[src/rtl/posit_decode_pipe_pkg.sv]
// -----------------------------------------------------------------------------
// posit_pkg
// Shared definitions for the posit decode pipeline:
//   posit_sw(n, es)  - width of the signed scale field, k*2^es + e
//   posit_fw(n, es)  - width of the fraction field, hidden 1 included
//   posit_nar(n)     - NaR bit pattern (1 followed by n-1 zeros)
//   posit_zero(n)    - zero bit pattern
//   posit_result_t   - decoded result record sized for the widest legal
//                      configuration (N=32, ES=3); narrower decoders use the
//                      low bits of scale (sign-extended) and frac.
// -----------------------------------------------------------------------------
package posit_pkg;

    localparam int SCALE_MAX = 16;
    localparam int FRAC_MAX  = 32;

    function automatic int posit_sw(input int n, input int es);
        return $clog2((n - 2) << es) + 2;
    endfunction

    function automatic int posit_fw(input int n, input int es);
        return n - 2 - es;
    endfunction

    function automatic logic [31:0] posit_nar(input int n);
        return 32'h1 << (n - 1);
    endfunction

    function automatic logic [31:0] posit_zero(input int n);
        return posit_nar(n) & ~posit_nar(n);
    endfunction

    typedef struct packed {
        logic                        sign;
        logic signed [SCALE_MAX-1:0] scale;
        logic [FRAC_MAX-1:0]         frac;
        logic                        zero;
        logic                        nar;
    } posit_result_t;

endpackage

[src/rtl/posit_decode_pipe_if.sv]
// -----------------------------------------------------------------------------
// posit_decode_pipe_if
// Valid/ready bundle for the posit decoder: an input posit stream and a
// decoded result stream.
//   master : drives in_valid, in_posit, out_ready; observes the rest
//   slave  : the decoder; drives in_ready and all out_* signals
// -----------------------------------------------------------------------------
interface posit_decode_pipe_if
    import posit_pkg::*;
#(
    parameter int N  = 8,
    parameter int ES = 0
) ();

    localparam int SW = posit_sw(N, ES);
    localparam int FW = posit_fw(N, ES);

    logic          in_valid;
    logic          in_ready;
    logic [N-1:0]  in_posit;
    logic          out_valid;
    logic          out_ready;
    logic          out_sign;
    logic [SW-1:0] out_scale;
    logic [FW-1:0] out_frac;
    logic          out_zero;
    logic          out_nar;

    modport master (
        output in_valid, in_posit, out_ready,
        input  in_ready, out_valid, out_sign, out_scale, out_frac, out_zero, out_nar
    );

    modport slave (
        input  in_valid, in_posit, out_ready,
        output in_ready, out_valid, out_sign, out_scale, out_frac, out_zero, out_nar
    );

endinterface

[src/rtl/posit_decode_pipe_regime_cnt.sv]
// -----------------------------------------------------------------------------
// posit_regime_cnt
// Combinational leading-run counter for the posit regime field.
//   bits : W-bit field, MSB first (posit magnitude without its sign bit)
//   r    : value of the leading bit
//   m    : number of consecutive leading bits equal to r (1..W)
// -----------------------------------------------------------------------------
module posit_regime_cnt #(
    parameter  int W  = 7,
    localparam int MW = $clog2(W + 1)
) (
    input  logic [W-1:0]  bits,
    output logic [MW-1:0] m,
    output logic          r
);

    logic run;

    // NOTE: every variable written here gets a value before any branch so no
    // path leaves it unassigned, which is what keeps this block latch-free.
    always_comb begin
        r   = bits[W-1];
        m   = '0;
        run = 1'b1;
        for (int i = W - 1; i >= 0; i--) begin
            if (run && (bits[i] == r)) begin
                m = m + MW'(1);
            end else begin
                run = 1'b0;
            end
        end
    end

endmodule

[src/rtl/posit_decode_pipe.sv]
// -----------------------------------------------------------------------------
// posit_decode_pipe
// Two-stage pipelined posit<N,ES> decoder with valid/ready flow control.
//   clk, rst_n : rising-edge clock, synchronous active-low reset
//   bus        : posit_decode_pipe_if.slave
//                  in_valid/in_ready/in_posit   - posit input stream
//                  out_valid/out_ready          - result handshake
//                  out_sign, out_scale (signed k*2^ES+e), out_frac (1.f,
//                  hidden 1 at MSB), out_zero, out_nar
//   cnt_zero, cnt_nar : saturating counts of delivered zero / NaR results,
//                  present only when POSIT_DECODE_STATS_EN is defined
// Stage 1 registers sign, two's-complement magnitude and special-value flags;
// stage 2 splits the magnitude into regime, exponent and fraction.
// -----------------------------------------------------------------------------
module posit_decode_pipe
    import posit_pkg::*;
#(
    parameter int N  = 8,
    parameter int ES = 0
) (
    input  logic                clk,
    input  logic                rst_n,
    posit_decode_pipe_if.slave  bus
`ifdef POSIT_DECODE_STATS_EN
    ,
    output logic [15:0]         cnt_zero,
    output logic [15:0]         cnt_nar
`endif
);

    localparam int SW = posit_sw(N, ES);
    localparam int FW = posit_fw(N, ES);
    localparam int MW = $clog2(N);

    localparam logic [N-1:0] NAR_WORD  = N'(posit_nar(N));
    localparam logic [N-1:0] ZERO_WORD = N'(posit_zero(N));

    // ---------------- flow control ----------------
    logic s1_full, s2_full;
    logic s2_adv, accept;

    assign s2_adv       = !s2_full || bus.out_ready;
    assign bus.in_ready = rst_n && (!s1_full || s2_adv);
    assign accept       = bus.in_valid && bus.in_ready;

    // ---------------- stage 1 ----------------
    logic         s1_sign;
    logic [N-2:0] s1_body;
    logic         s1_zero;
    logic         s1_nar;

    // NOTE: the data registers are cleared on reset as well as the valid
    // flags, because the outputs must read as zero while the pipe is empty
    // after reset.
    always_ff @(posedge clk) begin
        if (!rst_n) begin
            s1_full <= 1'b0;
            s1_sign <= 1'b0;
            s1_body <= '0;
            s1_zero <= 1'b0;
            s1_nar  <= 1'b0;
        end else begin
            if (accept) begin
                s1_full <= 1'b1;
            end else if (s2_adv) begin
                s1_full <= 1'b0;
            end
            if (accept) begin
                s1_sign <= bus.in_posit[N-1];
                // Low N-1 bits of the negated word equal the negated low bits.
                s1_body <= bus.in_posit[N-1] ? -bus.in_posit[N-2:0] : bus.in_posit[N-2:0];
                s1_zero <= (bus.in_posit == ZERO_WORD);
                s1_nar  <= (bus.in_posit == NAR_WORD);
            end
        end
    end

    // ---------------- stage 2 decode ----------------
    logic [MW-1:0] run_len;
    logic          run_bit;

    posit_regime_cnt #(.W(N - 1)) u_regime (
        .bits (s1_body),
        .m    (run_len),
        .r    (run_bit)
    );

    // Bits after the regime and its terminator. The run is at least one bit,
    // so the top two body bits never reach the exponent/fraction; shifting the
    // low N-3 bits by (m-1) aligns the first field bit at the MSB. A run that
    // fills the body shifts everything out, so no terminator is consumed.
    logic [N-4:0]  tail;
    int            k_i;
    int            e_i;
    logic [SW-1:0] scale_c;
    logic [FW-1:0] frac_c;

    // NOTE: blocking assignments in combinational logic so each statement sees
    // the value computed just above it; registers use non-blocking only.
    always_comb begin
        tail = s1_body[N-4:0] << (int'(run_len) - 1);
        k_i  = run_bit ? int'(run_len) - 1 : -int'(run_len);
        e_i  = 0;
        for (int i = 0; i < ES; i++) begin
            e_i = (e_i << 1) | int'(tail[N-4-i]);
        end
        scale_c        = SW'(k_i * (2 ** ES) + e_i);
        frac_c         = '0;
        frac_c[FW-1]   = 1'b1;
        for (int i = 0; i < FW - 1; i++) begin
            frac_c[FW-2-i] = tail[N-4-ES-i];
        end
        if (s1_zero || s1_nar) begin
            scale_c = '0;
            frac_c  = '0;
        end
    end

    // ---------------- stage 2 registers ----------------
    logic          s2_sign;
    logic [SW-1:0] s2_scale;
    logic [FW-1:0] s2_frac;
    logic          s2_zero;
    logic          s2_nar;

    always_ff @(posedge clk) begin
        if (!rst_n) begin
            s2_full  <= 1'b0;
            s2_sign  <= 1'b0;
            s2_scale <= '0;
            s2_frac  <= '0;
            s2_zero  <= 1'b0;
            s2_nar   <= 1'b0;
        end else if (s2_adv) begin
            s2_full <= s1_full;
            if (s1_full) begin
                s2_sign  <= s1_sign;
                s2_scale <= scale_c;
                s2_frac  <= frac_c;
                s2_zero  <= s1_zero;
                s2_nar   <= s1_nar;
            end
        end
    end

    assign bus.out_valid = s2_full;
    assign bus.out_sign  = s2_sign;
    assign bus.out_scale = s2_scale;
    assign bus.out_frac  = s2_frac;
    assign bus.out_zero  = s2_zero;
    assign bus.out_nar   = s2_nar;

`ifdef POSIT_DECODE_STATS_EN
    // ---------------- statistics ----------------
    logic out_xfer;
    assign out_xfer = s2_full && bus.out_ready;

    always_ff @(posedge clk) begin
        if (!rst_n) begin
            cnt_zero <= '0;
            cnt_nar  <= '0;
        end else if (out_xfer) begin
            if (s2_zero && (cnt_zero != 16'hFFFF)) begin
                cnt_zero <= cnt_zero + 16'd1;
            end
            if (s2_nar && (cnt_nar != 16'hFFFF)) begin
                cnt_nar <= cnt_nar + 16'd1;
            end
        end
    end
`endif

endmodule

[src/flat_wrapper.sv]
// flat-port wrapper written by rule: the top's interface ports become plain ports
module posit_decode_pipe_flat import posit_pkg::*;
#(
    parameter int N  = 8,
    parameter int ES = 0
)
  (clk, rst_n, bus_in_valid, bus_in_posit, bus_out_ready, bus_in_ready, bus_out_valid, bus_out_sign, bus_out_scale, bus_out_frac, bus_out_zero, bus_out_nar);
  posit_decode_pipe_if #(.N(N), .ES(ES)) bus_i ();
  input  logic clk;
  input  logic rst_n;
  input wire logic [$bits(bus_i.in_valid)-1:0] bus_in_valid;
  input wire logic [$bits(bus_i.in_posit)-1:0] bus_in_posit;
  input wire logic [$bits(bus_i.out_ready)-1:0] bus_out_ready;
  output wire logic [$bits(bus_i.in_ready)-1:0] bus_in_ready;
  output wire logic [$bits(bus_i.out_valid)-1:0] bus_out_valid;
  output wire logic [$bits(bus_i.out_sign)-1:0] bus_out_sign;
  output wire logic [$bits(bus_i.out_scale)-1:0] bus_out_scale;
  output wire logic [$bits(bus_i.out_frac)-1:0] bus_out_frac;
  output wire logic [$bits(bus_i.out_zero)-1:0] bus_out_zero;
  output wire logic [$bits(bus_i.out_nar)-1:0] bus_out_nar;
  assign bus_i.in_valid = bus_in_valid;
  assign bus_i.in_posit = bus_in_posit;
  assign bus_i.out_ready = bus_out_ready;
  assign bus_in_ready = bus_i.in_ready;
  assign bus_out_valid = bus_i.out_valid;
  assign bus_out_sign = bus_i.out_sign;
  assign bus_out_scale = bus_i.out_scale;
  assign bus_out_frac = bus_i.out_frac;
  assign bus_out_zero = bus_i.out_zero;
  assign bus_out_nar = bus_i.out_nar;
  posit_decode_pipe #(.N(N), .ES(ES)) u_core (.clk(clk), .rst_n(rst_n), .bus(bus_i));
endmodule
[config.mk]
export PLATFORM = sky130hd
export DESIGN_NAME = posit_decode_pipe_flat
export DESIGN_NICKNAME = d
export VERILOG_FILES = /design/src/rtl/posit_decode_pipe_pkg.sv /design/src/rtl/posit_decode_pipe_if.sv /design/src/rtl/posit_decode_pipe_regime_cnt.sv /design/src/rtl/posit_decode_pipe.sv /design/src/flat_wrapper.sv
export SDC_FILE = /design/constraint.sdc
export NUM_CORES = 1
export LEC_CHECK = 0
export CORE_UTILIZATION = 45
export CTS_CLUSTER_SIZE = 10
export DETAILED_ROUTE_END_ITERATION = 10
export PLACE_DENSITY = 0.74
export SLEW_MARGIN = 20
export SYNTH_ARGS = -nofsm -noshare
export SYNTH_HDL_FRONTEND = slang
export SYNTH_SLANG_ARGS = --single-unit
[constraint.sdc]
create_clock -name clk -period 2.3 [get_ports clk]
set_input_delay 0.345 -clock clk [delete_from_list [all_inputs] [get_ports clk]]
set_output_delay 0.345 -clock clk [all_outputs]
set_load 0.02 [all_outputs]
==> results.tsv <==
stage	metric	value	unit
global_route	grt_antenna_before_repair	0	
place	place_ws	-0.0323	ns
global_route	grt_max_degree	19	
outcome	status	finished with violations	
cells_and_area	fin_cells	234	
sta	slew_headroom	0.655	
sta	setup_ws	0.0966	ns
sta	min_period_over_period	0.958	
critical_path	slowest_delay	0.55	ns
yosys	avgSynthCellArea	8.22	µm²
die	die_x	57.4	µm
clock_tree	insertion_delay	0.32	ns
sta	max_clock_freq	454	MHz
critical_path	path_buf_inv	1	
yosys	synth_flop_cell	dfxtp_1	
die	placeableCoreArea	0.00283	mm²
routing	routed_wl	3030	µm
place	gp_congestion	0.917	
pwr	switchingPower	0.000393	W
sta	final.min_clock_period	2.20	ns
hold_path	holdCritPathClass	reg2reg	
routing	drt.antenna.violating_nets	0	
critical_path	cp-start-kind	flop	
pwr	p_per_area	673	mW/mm²
yosys	ys_seq_area_frac	0.377	
cells_and_area	diodes	0	
yosys	async_reset_ff_frac	0	
place	hpwlAfterDp	2300	µm
clock_tree	cts_root_buf	clkbuf_4	
clock_tree	clock-sinks	26	
sta	maxSlewViolCount	0	
cells_and_area	fin_util	0.662	
pwr	leakagePower	0.733	nW
sta	worst_hold_slack	0.464	ns
critical_path	critPathTopFamily	simple AND/OR/NAND/NOR gates	
critical_path	cpMaxStageDelayCell	or4_4	
cells_and_area	layout-drive-gt1-share	0.167	
yosys	synth_seq_cells	26	
global_route	grt.overflow.total	0	
yosys	syn_inst	168	
sta	setup_viol	0	
die	num_rows	19	
outcome	violations	DRC	
critical_path	path_class	reg2reg	
yosys	netlist_area	0.00138	mm²
routing	drc	1	
job	max_cap_violations	0	
global_route	grt.total_usage	0.191	
yosys	ys_types	39	
die	die_area	0.00330	mm²
routing	wl_per_cell	12.9	µm
clock_tree	clk_pin_slew_worst_paths	0.15	ns
global_route	grt_pass1_vias	1212	
critical_path	crit_fanout	2	
routing	via_per_inst	5.57	
place	placed_cells	229	
cells_and_area	regArea	524	µm²
die	num_io_pins	28	
pwr	p_int	0.000868	W
yosys	synth_nets	184	
pwr	share_comb_of_total_power	0.353	
cells_and_area	multi_input_area	853	µm²
routing	first_iter_violations	31	
clock_tree	cts_tree	built	
clock_tree	htree_levels	1	
clock_tree	numCtsBuffers	3	
yosys	synth-edff-count	0	
critical_path	worstSetupEndpointType	flop	
critical_path	worstPathCellList	or4_4, mux2i_4, o21ai_4, nand2_4, inv_4, ha_4, mux4_2, a221oi_2	
cells_and_area	fillerInstances	217	
sta	finalHoldViolCount	0	
die	fp.dieH	57.4	µm
cells_and_area	area_growth	35.6	%
yosys	yosys_warnings	0	
pwr	ir_worst_vdd	267	µV
pwr	seqPwrFrac	0.398	
global_route	grt_pass1_wl	5000	µm
critical_path	cp.arrival	2.45	ns
pwr	p_clk_frac	0.249	
pwr	switching_share	0.311	
routing	num_vias	1304	
routing	first_pass_iters	7	
critical_path	worstPathRequired	2.54	ns
place	port_buffers	27	
sta	setup_tns	0	ns
sta	worst_clock_skew	0.00641	ns
clock_tree	cts_buffer_depth	2	
cells_and_area	nets	220	
sta	tightest_slew	0.518	ns
die	start_util	0.488	
## tightest hold or removal path: cells and delay by family, from the launching register on
kind	cells	cell delay, ns
compound gates	1	0.05
simple gates	1	0.05
flops	1	0.34
## layout by cell type (no fill, tap or decap), types with 2 or more instances in the layout
| master | count |
|---|---|
| a211oi_1 | 2 |
| a21oi_1 | 12 |
| a22oi_1 | 4 |
| and2_1 | 2 |
| buf_4 | 11 |
| clkbuf_4 | 3 |
| clkdlybuf4s50_1 | 27 |
| dfxtp_1 | 23 |
| dfxtp_2 | 3 |
| ha_1 | 2 |
| ha_4 | 2 |
| inv_1 | 8 |
| mux2_2 | 2 |
| mux2i_1 | 4 |
| nand2_1 | 12 |
| nand3_1 | 9 |
| nand4_1 | 3 |
| nor2_1 | 17 |
| nor2b_1 | 4 |
| nor3_1 | 6 |
| o211ai_1 | 3 |
| o21ai_0 | 10 |
| o21ai_1 | 3 |
| or3_1 | 4 |
| xor2_1 | 5 |
## metrics by stage
stage	instance area (µm²)	power, W
4_1_cts	1800	0.00121
2_1_floorplan	1390	0.000766
3_3_place_gp	1740	0.000883
5_1_grt	1870	0.00133
3_5_place_dp	1740	0.000895
6_report	1870	0.00126
## power by group through the flow
stage	sequential (W)	combinational, W	clock [W]
2_1_floorplan	0.000531	0.000235	0
3_3_place_gp	0.000508	0.000375	0
3_5_place_dp	0.000510	0.000385	0
4_1_cts	0.000500	0.000388	0.000318
5_1_grt	0.000507	0.000485	0.000337
6_report	0.000501	0.000445	0.000314
## state kept, by name (all words and copies together), names as in the netlist
name	count
u_core.bus.out_frac	6
u_core.bus.out_nar	1
u_core.bus.out_scale	5
u_core.bus.out_sign	1
u_core.bus.out_valid	1
u_core.bus.out_zero	1
u_core.s1_body	7
u_core.s1_full	1
u_core.s1_nar	1
u_core.s1_sign	1
u_core.s1_zero	1
## worst paths after layout
check	slack, ns	end	from	cells after the start
setup / recovery	0.1	u_core.bus.out_frac[4]	u_core.s1_body[4]	8
hold / removal	0.46	u_core.bus.out_scale[0]	u_core.bus.out_scale[0]	2
hold reg to reg	0.46	u_core.bus.out_scale[0]	u_core.bus.out_scale[0]	2
setup reg to reg	0.1	u_core.bus.out_frac[4]	u_core.s1_body[4]	8
## cells in the mapped netlist, drive strengths merged (3+ instances only)
cell / count / area share
inv: 9 / 0.024
nand3: 9 / 0.033
o21ai: 14 / 0.053
nor2: 18 / 0.049
a21oi: 13 / 0.047
clkbuf: 5 / 0.014
nand2: 13 / 0.041
nor2b: 4 / 0.018
mux2i: 5 / 0.045
dfxtp: 26 / 0.38
or3: 4 / 0.018
a22oi: 4 / 0.022
nand4: 3 / 0.014
xor2: 6 / 0.038
o211ai: 3 / 0.016
buf: 3 / 0.010
ha: 4 / 0.036
nor3: 6 / 0.022
## layout make-up
type                            count  area share
Multi-Input combinational cell    124       0.456
Sequential cell                    26       0.280
Timing Repair Buffer               39       0.194
Inverter                           10      0.0214
Tap cell                           31      0.0207
Clock inverter                      1      0.0160
Clock buffer                        3      0.0120
## metal layers
metal,share of wire,track usage,vias up,routed length [µm]
met5,0,0,-,0
met3,0.031,0.0249,2,94
met4,0.0073,0.0488,0,22
li1,-,-,665,-
met2,0.52,0.370,29,1570
met1,0.44,0.216,608,1340
## cells by family (layout without fill, tap and decap cells)
group	count (synthesis)	in the layout	share of synthesized area
AO/OA/AOI/OAI	42	42	0.189
XOR/XNOR	7	7	0.0444
adder cells (fa/ha/maj)	4	4	0.0362
buffers and inverters	18	53	0.0507
flip-flops	26	26	0.377
multiplexers	8	8	0.0779
AND/OR/NAND/NOR	63	63	0.225
## what timing repair did
item / in CTS / in global routing
hold endpoints to repair: 0 / 0
endpoints found under the setup margin: 1 / 7
setup buffers: 0 / 1
cloned: 0 / 0
hold buffers: 0 / 0
resized for setup: 1 / 14
pin swaps: 0 / 5
(Power assumes the default switching activity.)
